**config.mk**
```make
export PLATFORM = sky130hd
export DESIGN_NAME = md_bus_writer
export DESIGN_NICKNAME = d
export VERILOG_FILES = /design/src/rtl/md_bus_writer.sv
export SDC_FILE = /design/constraint.sdc
export NUM_CORES = 1
export LEC_CHECK = 0
export CAP_MARGIN = 20
export CORE_ASPECT_RATIO = 1.25
export CORE_UTILIZATION = 50
export DETAILED_ROUTE_END_ITERATION = 10
export PLACE_DENSITY = 0.78
export SYNTH_ARGS = -nofsm -noshare
export SYNTH_HDL_FRONTEND = slang
export SYNTH_SLANG_ARGS = --single-unit
```
**constraint.sdc**
```tcl
create_clock -name clk -period 1.8 [get_ports clk]
set_input_delay 0.45 -clock clk [delete_from_list [all_inputs] [get_ports clk]]
set_output_delay 0.45 -clock clk [all_outputs]
set_load 0.01 [all_outputs]
```
**src/rtl/md_bus_writer.sv**
```systemverilog
// CADR MD/bus write initiator: one active + one pending write, four-phase req/ack to the bus interface.
// Optional REQ timeout guarded by `MD_BUS_WRITER_TIMEOUT_EN (undefined: wait for ack forever).
module md_bus_writer #(
  parameter int unsigned TIMEOUT_CYCLES = 255
) (
  input  logic        clk,
  input  logic        reset_n,
  input  logic        start,
  input  logic [21:0] vma,
  input  logic [31:0] md,
  output logic        ready,
  output logic        busy,
  output logic        busint_req,
  output logic        busint_write,
  output logic [21:0] busint_addr,
  output logic [31:0] busint_bus_out,
  input  logic        busint_ack,
  output logic        done,
  output logic        overrun,
  output logic        err_timeout,
  input  logic        clr_err
);

  if (TIMEOUT_CYCLES < 1 || TIMEOUT_CYCLES > 255) begin : g_bad_timeout
    $error("md_bus_writer: TIMEOUT_CYCLES must be in 1..255");
  end

  typedef enum logic [1:0] {S_IDLE, S_REQ, S_ACKWAIT} state_t;

  state_t      r_state;
  logic        r_req;
  logic [21:0] r_addr;
  logic [31:0] r_data;
  logic [21:0] r_pend_addr;
  logic [31:0] r_pend_data;
  logic        r_pend_valid;
  logic        r_done;
  logic        r_overrun;

  logic        w_accept;
  logic        w_timeout;
  logic        w_finish;

`ifdef MD_BUS_WRITER_TIMEOUT_EN
  localparam logic [7:0] LP_LAST = 8'(TIMEOUT_CYCLES - 1);
  logic [7:0] r_cnt;
  logic       r_err_timeout;
  assign w_timeout   = (r_state == S_REQ) && !busint_ack && (r_cnt == LP_LAST);
  assign err_timeout = r_err_timeout;
`else
  assign w_timeout   = 1'b0;
  assign err_timeout = 1'b0;
`endif

  assign w_accept = start && !r_pend_valid;
  // A pending entry left in IDLE (start coincided with a no-pending completion) is promoted next cycle.
  assign w_finish = ((r_state == S_ACKWAIT) && !busint_ack) || w_timeout ||
                    ((r_state == S_IDLE) && r_pend_valid);

  always_ff @(posedge clk or negedge reset_n) begin
    if (!reset_n) begin
      r_state      <= S_IDLE;
      r_req        <= 1'b0;
      r_addr       <= '0;
      r_data       <= '0;
      r_pend_addr  <= '0;
      r_pend_data  <= '0;
      r_pend_valid <= 1'b0;
      r_done       <= 1'b0;
      r_overrun    <= 1'b0;
`ifdef MD_BUS_WRITER_TIMEOUT_EN
      r_cnt         <= '0;
      r_err_timeout <= 1'b0;
`endif
    end else begin
      r_done <= 1'b0;

      if (start && r_pend_valid) r_overrun <= 1'b1;
      else if (clr_err)          r_overrun <= 1'b0;

`ifdef MD_BUS_WRITER_TIMEOUT_EN
      if (w_timeout)    r_err_timeout <= 1'b1;
      else if (clr_err) r_err_timeout <= 1'b0;
`endif

      if (w_accept && (r_state != S_IDLE)) begin
        r_pend_addr  <= vma;
        r_pend_data  <= md;
        r_pend_valid <= 1'b1;
      end

      if (w_finish) begin
        if (r_state == S_ACKWAIT) r_done <= 1'b1;
        if (r_pend_valid) begin
          r_addr       <= r_pend_addr;
          r_data       <= r_pend_data;
          r_pend_valid <= 1'b0;
          r_req        <= 1'b1;
          r_state      <= S_REQ;
`ifdef MD_BUS_WRITER_TIMEOUT_EN
          r_cnt        <= '0;
`endif
        end else begin
          r_req   <= 1'b0;
          r_state <= S_IDLE;
        end
      end else begin
        unique case (r_state)
          S_IDLE: begin
            if (w_accept) begin
              r_addr  <= vma;
              r_data  <= md;
              r_req   <= 1'b1;
              r_state <= S_REQ;
`ifdef MD_BUS_WRITER_TIMEOUT_EN
              r_cnt   <= '0;
`endif
            end
          end
          S_REQ: begin
            if (busint_ack) begin
              r_req   <= 1'b0;
              r_state <= S_ACKWAIT;
            end else begin
`ifdef MD_BUS_WRITER_TIMEOUT_EN
              r_cnt <= r_cnt + 8'd1;
`endif
            end
          end
          S_ACKWAIT: begin
          end
          default: begin
            r_req   <= 1'b0;
            r_state <= S_IDLE;
          end
        endcase
      end
    end
  end

  assign ready          = !r_pend_valid;
  assign busy           = (r_state != S_IDLE);
  assign busint_req     = r_req;
  assign busint_write   = r_req;
  assign busint_addr    = r_addr;
  assign busint_bus_out = r_data;
  assign done           = r_done;
  assign overrun        = r_overrun;

endmodule

```
Word-level counts from Yosys, hierarchy flattened
Cells that the tools add are included.

storage, ports and cells
  register bits after elaboration = 114
  input port bits = 59
  output and inout port bits = 61
  word-level logic and storage cells = 55

cells by class
  equality and inequality tests = 6
  mux-type cells = 25
  reductions and logical operators = 15

operators by type and width
  kind                                                 number
  2-to-1 mux 32 bit                                    4
  2-to-1 mux 22 bit                                    4
  2-to-1 mux 1 bit                                     12
  nonzero test 2 bit                                   4
  2-to-1 mux 2 bit                                     3
  != test 3 bit, second input constant                 2
  case mux 2 bit (3 select lines)                      1
  AND reduction 3 bit                                  2
  logical AND 1 bit                                    5
  != test 2 bit, second input constant                 2
  case mux 1 bit (3 select lines)                      1
  equality test 2 x 1 -> 1 bit, second input constant  1
  equality test 2 bit, second input constant           1
  logical NOT 1 bit                                    2
  logical NOT 2 bit                                    1
  logical OR 1 bit                                     1

Longest topological paths before layout
Gate-level depths: netlist (run 1).

  depth in word-level cells = 6
  depth in mapped cells = 6

Worst setup path after synthesis (run 1)
Ideal clock, no wire load.

  path kind = reg-to-reg
  start = register r_state[0]
  end = register r_pend_addr[0]
  library setup time = 0.125 ns
  arrival = 1.465 ns
  data required time = 1.675 ns
  slack = 0.210 ns
  stages on the path, launching flop included = 6
  buffers on the path = 2
  clock period less this slack = 1.590 ns
  path through = dfrtp_1 or2_4 and3_4 buf_12 buf_12 mux2_4

between the ends
  cells in the longest elaborated chain, start to end = 2

ends and longest elaborated chain
  element                   line  source
  start: declaration        30    state_t r_state;
  start signal: assignment  62    r_state <= S_IDLE;
  start signal: assignment  99    r_state <= S_REQ;
  start signal: assignment  105   r_state <= S_IDLE;
  nonzero test 2 bit        -
  via busy                  12    output logic busy,
  logical AND 1 bit         86    if (w_accept && (r_state != S_IDLE)) begin
  end signal: assignment    87    r_pend_addr <= vma;
  end: declaration          34    logic [21:0] r_pend_addr;

The timed path passes the listed nets, and every way through them passes these cells.
A chain may end at the register's enable or synchronous reset.

Worst setup path in the final report (run 1)
  start = register r_addr[21], in the netlist busint_addr[21]
  end = output busint_addr[21]

RTL lines
  element                   line  source
  start: declaration        32    logic [21:0] r_addr;
  start signal: assignment  95    r_addr <= r_pend_addr;
  start signal: assignment  111   r_addr <= vma;
  end: declaration          15    output logic [21:0] busint_addr,

No word-level cell between the ends.

==> impl_metrics.env, run 1 <==
export IMPL_status="finished, final reports clean"
export IMPL_cts_root_buf="clkbuf_16"
export IMPL_intPower_mw=9.49
export IMPL_final_cell_mix="dfrtp_1 (113), clkdlybuf4s50_1 (105), nor2_1 (55), mux2i_1 (54), a21oi_1 (54)"
export IMPL_finalCritPeriodShare_pct=97.9
export IMPL_hold_viol=0
export IMPL_r2r_start="r_state[1]$_DFFE_PN0P_"
export IMPL_drc=0
export IMPL_synth_seq_cells=113
export IMPL_hold_start="r_pend_data[1]$_DFFE_PN0P_"
export IMPL_critPathSlowestCell="clkdlybuf4s50_1"
export IMPL_crit_type="register to output port"
export IMPL_fin_nets=565
export IMPL_power_density_nw_per_um2=2010
export IMPL_p_sw_mw=4.48
export IMPL_critical_path_max_stage_delay_ns=0.56
export IMPL_clk_pin_slew_worst_paths_ns=0.05
export IMPL_drt_total_wl_um=10500
export IMPL_hp_class="register to register"
export IMPL_wire_per_inst_um=16.4
export IMPL_fin_skew_ns=0.00889
export IMPL_netlist_area_um2=4980
export IMPL_avgSynthCellArea_um2=13.4
export IMPL_io_pins=120
export IMPL_first_pass_iters=4
export IMPL_grt_pass1_wl_um=17000
export IMPL_grt_max_degree=57
export IMPL_gr_total_overflow=0
export IMPL_syn_to_final_growth_pct=39.6
export IMPL_clk_path_buf_depth=2
export IMPL_cts_made_buffers=17
export IMPL_cp_required_ns=1.35
export IMPL_grt_busiest_layer="met2"
export IMPL_use_met2_pct=35.9
export IMPL_pwr_share_clk_pct=22.3
export IMPL_hold_depth=1
export IMPL_insertion_delay_ns=0.40
export IMPL_crit_path_max_fanout=2
export IMPL_cp_start_kind="register"
export IMPL_use_met3_pct=7.27
export IMPL_max_freq_ghz=0.567
export IMPL_reg2reg_depth=6
export IMPL_grt_pass1_vias=3427
export IMPL_crit_cells=1
export IMPL_fin_crit_ns=1.76
export IMPL_cts_setup_buffers=0
export IMPL_ys_seq_area_share_pct=56.8
export IMPL_place_hpwl_um=7050
export IMPL_antenna_found_initial=0
export IMPL_fin_util_pct=72.0
export IMPL_start_util_pct=51.6
export IMPL_cts_tree="built"
export IMPL_dieWidth_um=91.3
export IMPL_dieArea_um2=10400
export IMPL_yosys_warnings=0
export IMPL_crit_start="busint_addr[21]$_DFFE_PN0P_"
export IMPL_drt_initial_drc_count=114
export IMPL_cts_max_level=4
export IMPL_arrival_ns=1.31
export IMPL_fin_area_um2=6950
export IMPL_layout_commonest_cell="dfrtp_1"
export IMPL_vias_per_cell=5.11
export IMPL_cts_sinks=113
export IMPL_path_cells="clkdlybuf4s50_1"
export IMPL_rsz0062_at_grt="no"
export IMPL_vias=3284
export IMPL_final_layout_size_suffix_gt1_share_pct=20.9
export IMPL_syn_instance_count=373
export IMPL_critPathCaptureType="output port"
export IMPL_track_usage_pct=21.6
export IMPL_placed_cell_area_um2=6370
export IMPL_syn_nets=432
export IMPL_crit_buf_inv=1
export IMPL_pwr_share_comb_pct=44.9
export IMPL_pwr_share_seq_pct=32.8
export IMPL_port_buffers=118
export IMPL_die_height_um=114
export IMPL_ys_types=22
export IMPL_max_cap_viol_count=0
export IMPL_drv_slew=0
export IMPL_leakagePower_nw=3.21
export IMPL_finalSetupTns_ns=0
export IMPL_ir_drop_uv=1210
export IMPL_rows=40
export IMPL_place_congestion=0.760
export IMPL_p_sw_share_pct=32.1
export IMPL_core_area_um2=9660
export IMPL_finalSetupViolCount=0
export IMPL_num_antenna_cells=0
export IMPL_use_met1_pct=26.4
export IMPL_ant_nets=0
export IMPL_critPathTopFamily="buffers and inverters"
[cells by family after synthesis]
logic type / synth area share (%)
other: 0.0753
AO/OA/AOI/OAI: 6.48
multiplexers: 26.8
buffers and inverters: 4.72
flip-flops: 56.8
AND/OR/NAND/NOR: 5.18
[Yosys cell counts, drive strengths merged]
library cell  number  share of area (%)
a21boi             1               0.15
a21oi             55                5.6
and3               1               0.23
buf               21                4.3
clkbuf             4               0.30
conb               1              0.075
dfrtp            113                 57
inv                2               0.15
mux2              54                 16
mux2i             54                 11
nand2              3               0.23
nand2b             2               0.25
nor2              55                4.1
o21ai              2               0.20
o21bai             3               0.53
or2                1               0.18
or2b               1               0.15
[sequential cells by signal, summed over array words and instances (netlist names)]
name and cells:
busint_addr 22, done 1, r_pend_addr 22, busint_bus_out 32, r_pend_data 32, r_state 2
r_pend_valid 1, overrun 1
[per-stage QoR]
step	hold WS, ns	setup slack, ns	cells	power, mW
after floorplan	0.154	0.210	373	8.55
after global placement	0.429	-0.0544	612	10.7
after detailed placement	0.431	-0.129	612	10.9
after CTS	0.507	0.00196	643	14.1
after global routing	0.521	0.00169	643	14.8
final	0.508	0.0373	643	14.0
[metal layers]
layer  vias up  wire length, um
li1       1559                -
met1      1637             4510
met2        78             5400
met3        10              512
met4         0               95
met5         -                0
[area by class of cell]
type                            instances  area, um2
Inverter                                2       7.51
Clock buffer                           24        502
Tap cell                              126        158
Clock inverter                          6       55.1
Multi-Input combinational cell        233       1940
Sequential cell                       113       2830
Timing Repair Buffer                  139       1470
Fill cell                             683       2710
[worst paths after layout]
kind | endpoint | slack, ns
worst min register to register | r_pend_data[1]$_DFFE_PN0P_ | 0.51
max in group asynchronous | r_pend_data[2]$_DFFE_PN0P_ | 0.69
min in group asynchronous | r_pend_data[19]$_DFFE_PN0P_ | 0.54
worst max register to register | busint_addr[8]$_DFFE_PN0P_ | 0.29
worst min-delay path | r_pend_data[1]$_DFFE_PN0P_ | 0.51
worst max-delay path | busint_addr[21] | 0.04
[power by group through the flow]
stage                     clock network [mW]  registers, mW  logic, mW
after floorplan                            0           4.77       3.78
after global placement                     0           4.53       6.19
after detailed placement                   0           4.59       6.36
after CTS                               3.18           4.59       6.38
after global routing                    3.29           4.71       6.81
final                                   3.11           4.59       6.27
[timing repair]
action | in CTS | in global routing
setup endpoints to repair | 4 | 8
resized for setup | 5 | 8
hold buffers | 1 | 0
hold endpoints to repair | 7 | 0
cloned | 0 | 0
(Power assumes the default switching activity.)
==> run 2, diff against run 1 <==
--- a/config.mk
+++ b/config.mk
@@ -6,7 +6,6 @@
 export NUM_CORES = 1
 export LEC_CHECK = 0
 export CAP_MARGIN = 20
-export CORE_ASPECT_RATIO = 1.25
 export CORE_UTILIZATION = 50
 export DETAILED_ROUTE_END_ITERATION = 10
 export PLACE_DENSITY = 0.78
==> impl_metrics.env, run 2 (synthesized netlist as in run 1, its figures left out) <==
export IMPL_finalCritPeriodShare_pct=97.2
export IMPL_pwr_share_seq_pct=33.3
export IMPL_hold_viol=0
export IMPL_dieArea_um2=10400
export IMPL_r2r_start="r_state[1]$_DFFE_PN0P_"
export IMPL_reg2reg_depth=6
export IMPL_worst_slew_pin_slew_ns=0.521
export IMPL_fin_skew_ns=0.00872
export IMPL_nFillCells=711
export IMPL_ant_nets=0
export IMPL_pwr_share_comb_pct=42.6
export IMPL_max_freq_ghz=0.572
export IMPL_placed_cell_area_um2=6380
export IMPL_cts_root_buf="clkbuf_8"
export IMPL_power_density_nw_per_um2=2000
export IMPL_core_area_um2=9730
export IMPL_grt_max_degree=59
export IMPL_dp_cells=619
export IMPL_fin_area_um2=6900
export IMPL_cts_max_level=4
export IMPL_fin_nets=566
export IMPL_arrival_ns=1.30
export IMPL_place_hpwl_um=7210
export IMPL_insertion_delay_ns=0.51
export IMPL_crit_path_max_fanout=3
export IMPL_vias=3289
export IMPL_dieWidth_um=102
export IMPL_syn_to_final_growth_pct=38.6
export IMPL_start_util_pct=51.2
export IMPL_wire_per_inst_um=16.4
export IMPL_port_buffers=118
export IMPL_rsz0062_at_grt="no"
export IMPL_cp_start_kind="register"
export IMPL_antenna_found_initial=0
export IMPL_finalWorstSetupSlack_ns=0.0504
export IMPL_p_sw_mw=4.55
export IMPL_track_usage_pct=22.6
export IMPL_cts_tree="built"
export IMPL_rows=36
export IMPL_io_pins=120
export IMPL_drt_total_wl_um=10700
export IMPL_num_antenna_cells=0
export IMPL_place_ws_ns=-0.153
export IMPL_grt_pass1_wl_um=17500
export IMPL_final_layout_size_suffix_gt1_share_pct=22.3
export IMPL_first_pass_iters=4
export IMPL_critPathCaptureType="output port"
export IMPL_max_cap_viol_count=0
export IMPL_hp_class="input port to async pin"
export IMPL_p_sw_share_pct=33.0
export IMPL_layout_commonest_cell="dfrtp_1"
export IMPL_die_height_um=102
export IMPL_clk_path_buf_depth=2
export IMPL_clk_pin_slew_worst_paths_ns=0.05
export IMPL_r2r_setup_slack_ns=0.13
export IMPL_finalSetupViolCount=0
export IMPL_cts_sinks=113
export IMPL_holdWs_ns=0.463
export IMPL_grt_pass1_vias=3546
export IMPL_leakagePower_nw=3.20
export IMPL_relSlewSlack_pct=65.3
export IMPL_crit_type="register to output port"
export IMPL_place_congestion=0.709
export IMPL_cp_required_ns=1.35
export IMPL_drt_initial_drc_count=93
export IMPL_ir_drop_uv=1000
export IMPL_vias_per_cell=5.04
export IMPL_stdcell_count=653
export IMPL_fin_crit_ns=1.75
export IMPL_status="finished, final reports clean"
export IMPL_pwr_share_clk_pct=24.1
export IMPL_drc=0
export IMPL_intPower_mw=9.26
export IMPL_r2r_end="busint_bus_out[15]$_DFFE_PN0P_"
export IMPL_cts_made_buffers=17
export IMPL_final_cell_mix="dfrtp_1 (112), clkdlybuf4s50_1 (57), dlygate4sd2_1 (56), nor2_1 (55)"
export IMPL_drv_slew=0
export IMPL_gr_total_overflow=0
[run 2: area by class of cell]
class	instances	area (um2)	share of cell area (%)
multi-input combinational	233	1940	28.0
clock buffer	22	463	6.71
sequential	113	2830	41.0
timing repair buffer	140	1370	19.8
tap	133	166	2.41
clock inverter	10	133	1.92
inverter	2	7.51	0.109
[run 2: worst max-delay path by stage]
stage,slack (ns),to,start,cells past startpoint
floorplan,0.21,r_pend_addr[0]$_DFFE_PN0P_,r_state[0]$_DFFE_PN0P_,5
global placement,-0.09,r_pend_data[0]$_DFFE_PN0P_,start,4
detailed placement,-0.15,busint_addr[5]$_DFFE_PN0P_,start,7
CTS,0.003,ready,r_pend_valid$_DFF_PN0_,2
global route,0.009,busy,r_state[0]$_DFFE_PN0P_,2
finish,0.05,busy,r_state[1]$_DFFE_PN0P_,2
[run 2: power by group through the flow]
stage               registers (mW)  logic, mW  clock network [mW]
floorplan                     4.77       3.78                   0
CTS                           4.59       5.97                3.37
finish                        4.60       5.89                3.32
detailed placement            4.59       6.39                   0
global placement              4.54       6.20                   0
global route                  4.74       6.44                3.49
[run 2: stage by stage]
| step | setup TNS [ns] | power (mW) | util [%] |
|---|---|---|---|
| 2_1_floorplan | 0 | 8.55 | - |
| 3_3_place_gp | -6.69 | 10.7 | 65.6 |
| 3_5_place_dp | -6.81 | 11.0 | 65.6 |
| 4_1_cts | 0 | 13.9 | 71.0 |
| 5_1_grt | 0 | 14.7 | 70.9 |
| 6_report | 0 | 13.8 | 70.9 |
[run 2: critical path, stage by stage (launching register included)]
cell     delay (ns)
dfrtp_1        0.38
or2_4          0.26
buf_2          0.15
[run 2: repair_timing]
item	CTS	global route
buffers inserted	0	1
resized for setup	67	3
endpoints found under the hold margin	33	0
endpoints found under the setup margin	60	4
hold buffers	1	0
[run 2: layer usage]
layer | part of all wire, % | track usage, %
met5 | 0 | 0
met3 | 7.1 | 8.70
met1 | 44 | 28.7
met4 | 1.4 | 8.03
met2 | 47 | 35.2
==> run 3, diff against run 2 <==
--- a/config.mk
+++ b/config.mk
@@ -5,10 +5,12 @@
 export SDC_FILE = /design/constraint.sdc
 export NUM_CORES = 1
 export LEC_CHECK = 0
+export ABC_CLOCK_PERIOD_IN_PS = 1800
 export CAP_MARGIN = 20
-export CORE_UTILIZATION = 50
+export CORE_UTILIZATION = 25
 export DETAILED_ROUTE_END_ITERATION = 10
-export PLACE_DENSITY = 0.78
+export PLACE_DENSITY = 0.44
+export REMOVE_ABC_BUFFERS = 1
 export SYNTH_ARGS = -nofsm -noshare
 export SYNTH_HDL_FRONTEND = slang
 export SYNTH_SLANG_ARGS = --single-unit
==> impl_metrics.env, run 3 (synthesized netlist as in run 1, its figures left out) <==
export IMPL_status="finished, final reports clean"
export IMPL_fin_area_um2=7110
export IMPL_hold_buffers=0
export IMPL_gr_total_overflow=0
export IMPL_final_layout_size_suffix_gt1_share_pct=20.3
export IMPL_cts_root_buf="clkbuf_16"
export IMPL_crit_path_max_fanout=2
export IMPL_insertion_delay_ns=0.40
export IMPL_syn_to_final_growth_pct=42.9
export IMPL_grt_pass1_wl_um=18300
export IMPL_holdWs_ns=0.0569
export IMPL_cp_required_ns=1.35
export IMPL_cts_tree="built"
export IMPL_first_pass_iters=4
export IMPL_vias_per_cell=4.13
export IMPL_fin_skew_ns=0.00449
export IMPL_wire_per_inst_um=14.4
export IMPL_cts_made_buffers=17
export IMPL_power_density_nw_per_um2=1970
export IMPL_drt_total_wl_um=11200
export IMPL_drt_initial_drc_count=72
export IMPL_cts_setup_buffers=0
export IMPL_critPathCaptureType="output port"
export IMPL_dieArea_um2=20500
export IMPL_place_hpwl_um=7360
export IMPL_grt_max_degree=60
export IMPL_die_height_um=143
export IMPL_vias=3210
export IMPL_ir_drop_uv=750
export IMPL_placed_cell_area_um2=6480
export IMPL_ant_nets=0
export IMPL_rows=51
export IMPL_max_cap_viol_count=0
export IMPL_core_area_um2=19500
export IMPL_hold_viol=0
export IMPL_clk_pin_slew_worst_paths_ns=0.05
export IMPL_critical_path_max_stage_delay_ns=0.54
export IMPL_arrival_ns=1.30
export IMPL_path_cells="clkdlybuf4s50_1"
export IMPL_cts_max_level=4
export IMPL_layout_commonest_cell="dfrtp_1"
export IMPL_num_antenna_cells=0
export IMPL_hp_class="input port to async pin"
export IMPL_max_freq_ghz=0.572
export IMPL_crit_type="register to output port"
export IMPL_place_congestion=0.726
export IMPL_final_cell_mix="dfrtp_1 (112), clkdlybuf4s50_1 (88), nor2_1 (55), mux2i_1 (54), a21oi_1 (54)"
export IMPL_drv_slew=0
export IMPL_dp_cells=746
export IMPL_antenna_found_initial=0
export IMPL_clk_path_buf_depth=2
export IMPL_cts_sinks=113
export IMPL_crit_buf_inv=1
export IMPL_fin_util_pct=36.6
export IMPL_fin_crit_ns=1.75
export IMPL_finalCritPeriodShare_pct=97.2
export IMPL_fin_nets=559
export IMPL_cts_resized=14
export IMPL_dieWidth_um=143
export IMPL_critPathSlowestCell="clkdlybuf4s50_1"
export IMPL_finalSetupViolCount=0
export IMPL_finalSetupTns_ns=0
export IMPL_leakagePower_nw=3.25
export IMPL_critPathTopFamily="buffers and inverters"
export IMPL_cp_start_kind="register"
export IMPL_track_usage_pct=11.9
export IMPL_grt_pass1_vias=3352
export IMPL_io_pins=120
export IMPL_start_util_pct=25.6
export IMPL_port_buffers=118
export IMPL_stdcell_count=777
export IMPL_drc=0
-- run 3: area by class of cell --
class	count	area, um2
flip-flops and latches	113	2830
multi-input cells	233	1940
fillers	1920	12300
inverters	2	7.51
clock inverters	4	70.1
clock buffers	27	533
well taps	265	332
repair buffers	133	1410
-- run 3: worst paths after layout --
kind                                                  start                        endpoint  slack [ns]  cells after the start
worst max-delay path            busint_addr[13]$_DFFE_PN0P_                 busint_addr[13]        0.05                      1
worst min-delay path                                reset_n                  done$_DFF_PN0_        0.06                      2
worst max register to register       r_state[1]$_DFFE_PN0P_  busint_bus_out[22]$_DFFE_PN0P_        0.29                      6
worst min register to register  r_pend_data[31]$_DFFE_PN0P_     r_pend_data[31]$_DFFE_PN0P_        0.50                      1
max in group asynchronous                           reset_n      r_pend_addr[6]$_DFFE_PN0P_        1.41                      2
min in group clk                r_pend_data[31]$_DFFE_PN0P_     r_pend_data[31]$_DFFE_PN0P_        0.50                      1
-- run 3: stage by stage --
| stage | total power [mW] | worst slack, ns |
|---|---|---|
| floorplan | 7.94 | -4.88 |
| global placement | 10.8 | -0.120 |
| detailed placement | 10.9 | -0.134 |
| CTS | 14.3 | 0.0000914 |
| global route | 15.0 | -0.000613 |
| finish | 14.0 | 0.0507 |
-- run 3: layer usage --
metal | global-route usage (%) | wire [um]
met4 | 4.07 | 127
met5 | 0 | 0
met1 | 15.6 | 5240
met3 | 5.06 | 772
met2 | 17.5 | 5040
-- run 3: power breakdown --
part	internal [mW]	total [mW]	leakage, nW	switching [mW]
clock network	2.28	3.40	0.299	1.12
registers	3.87	4.58	1.30	0.712
logic	3.43	6.03	1.66	2.61
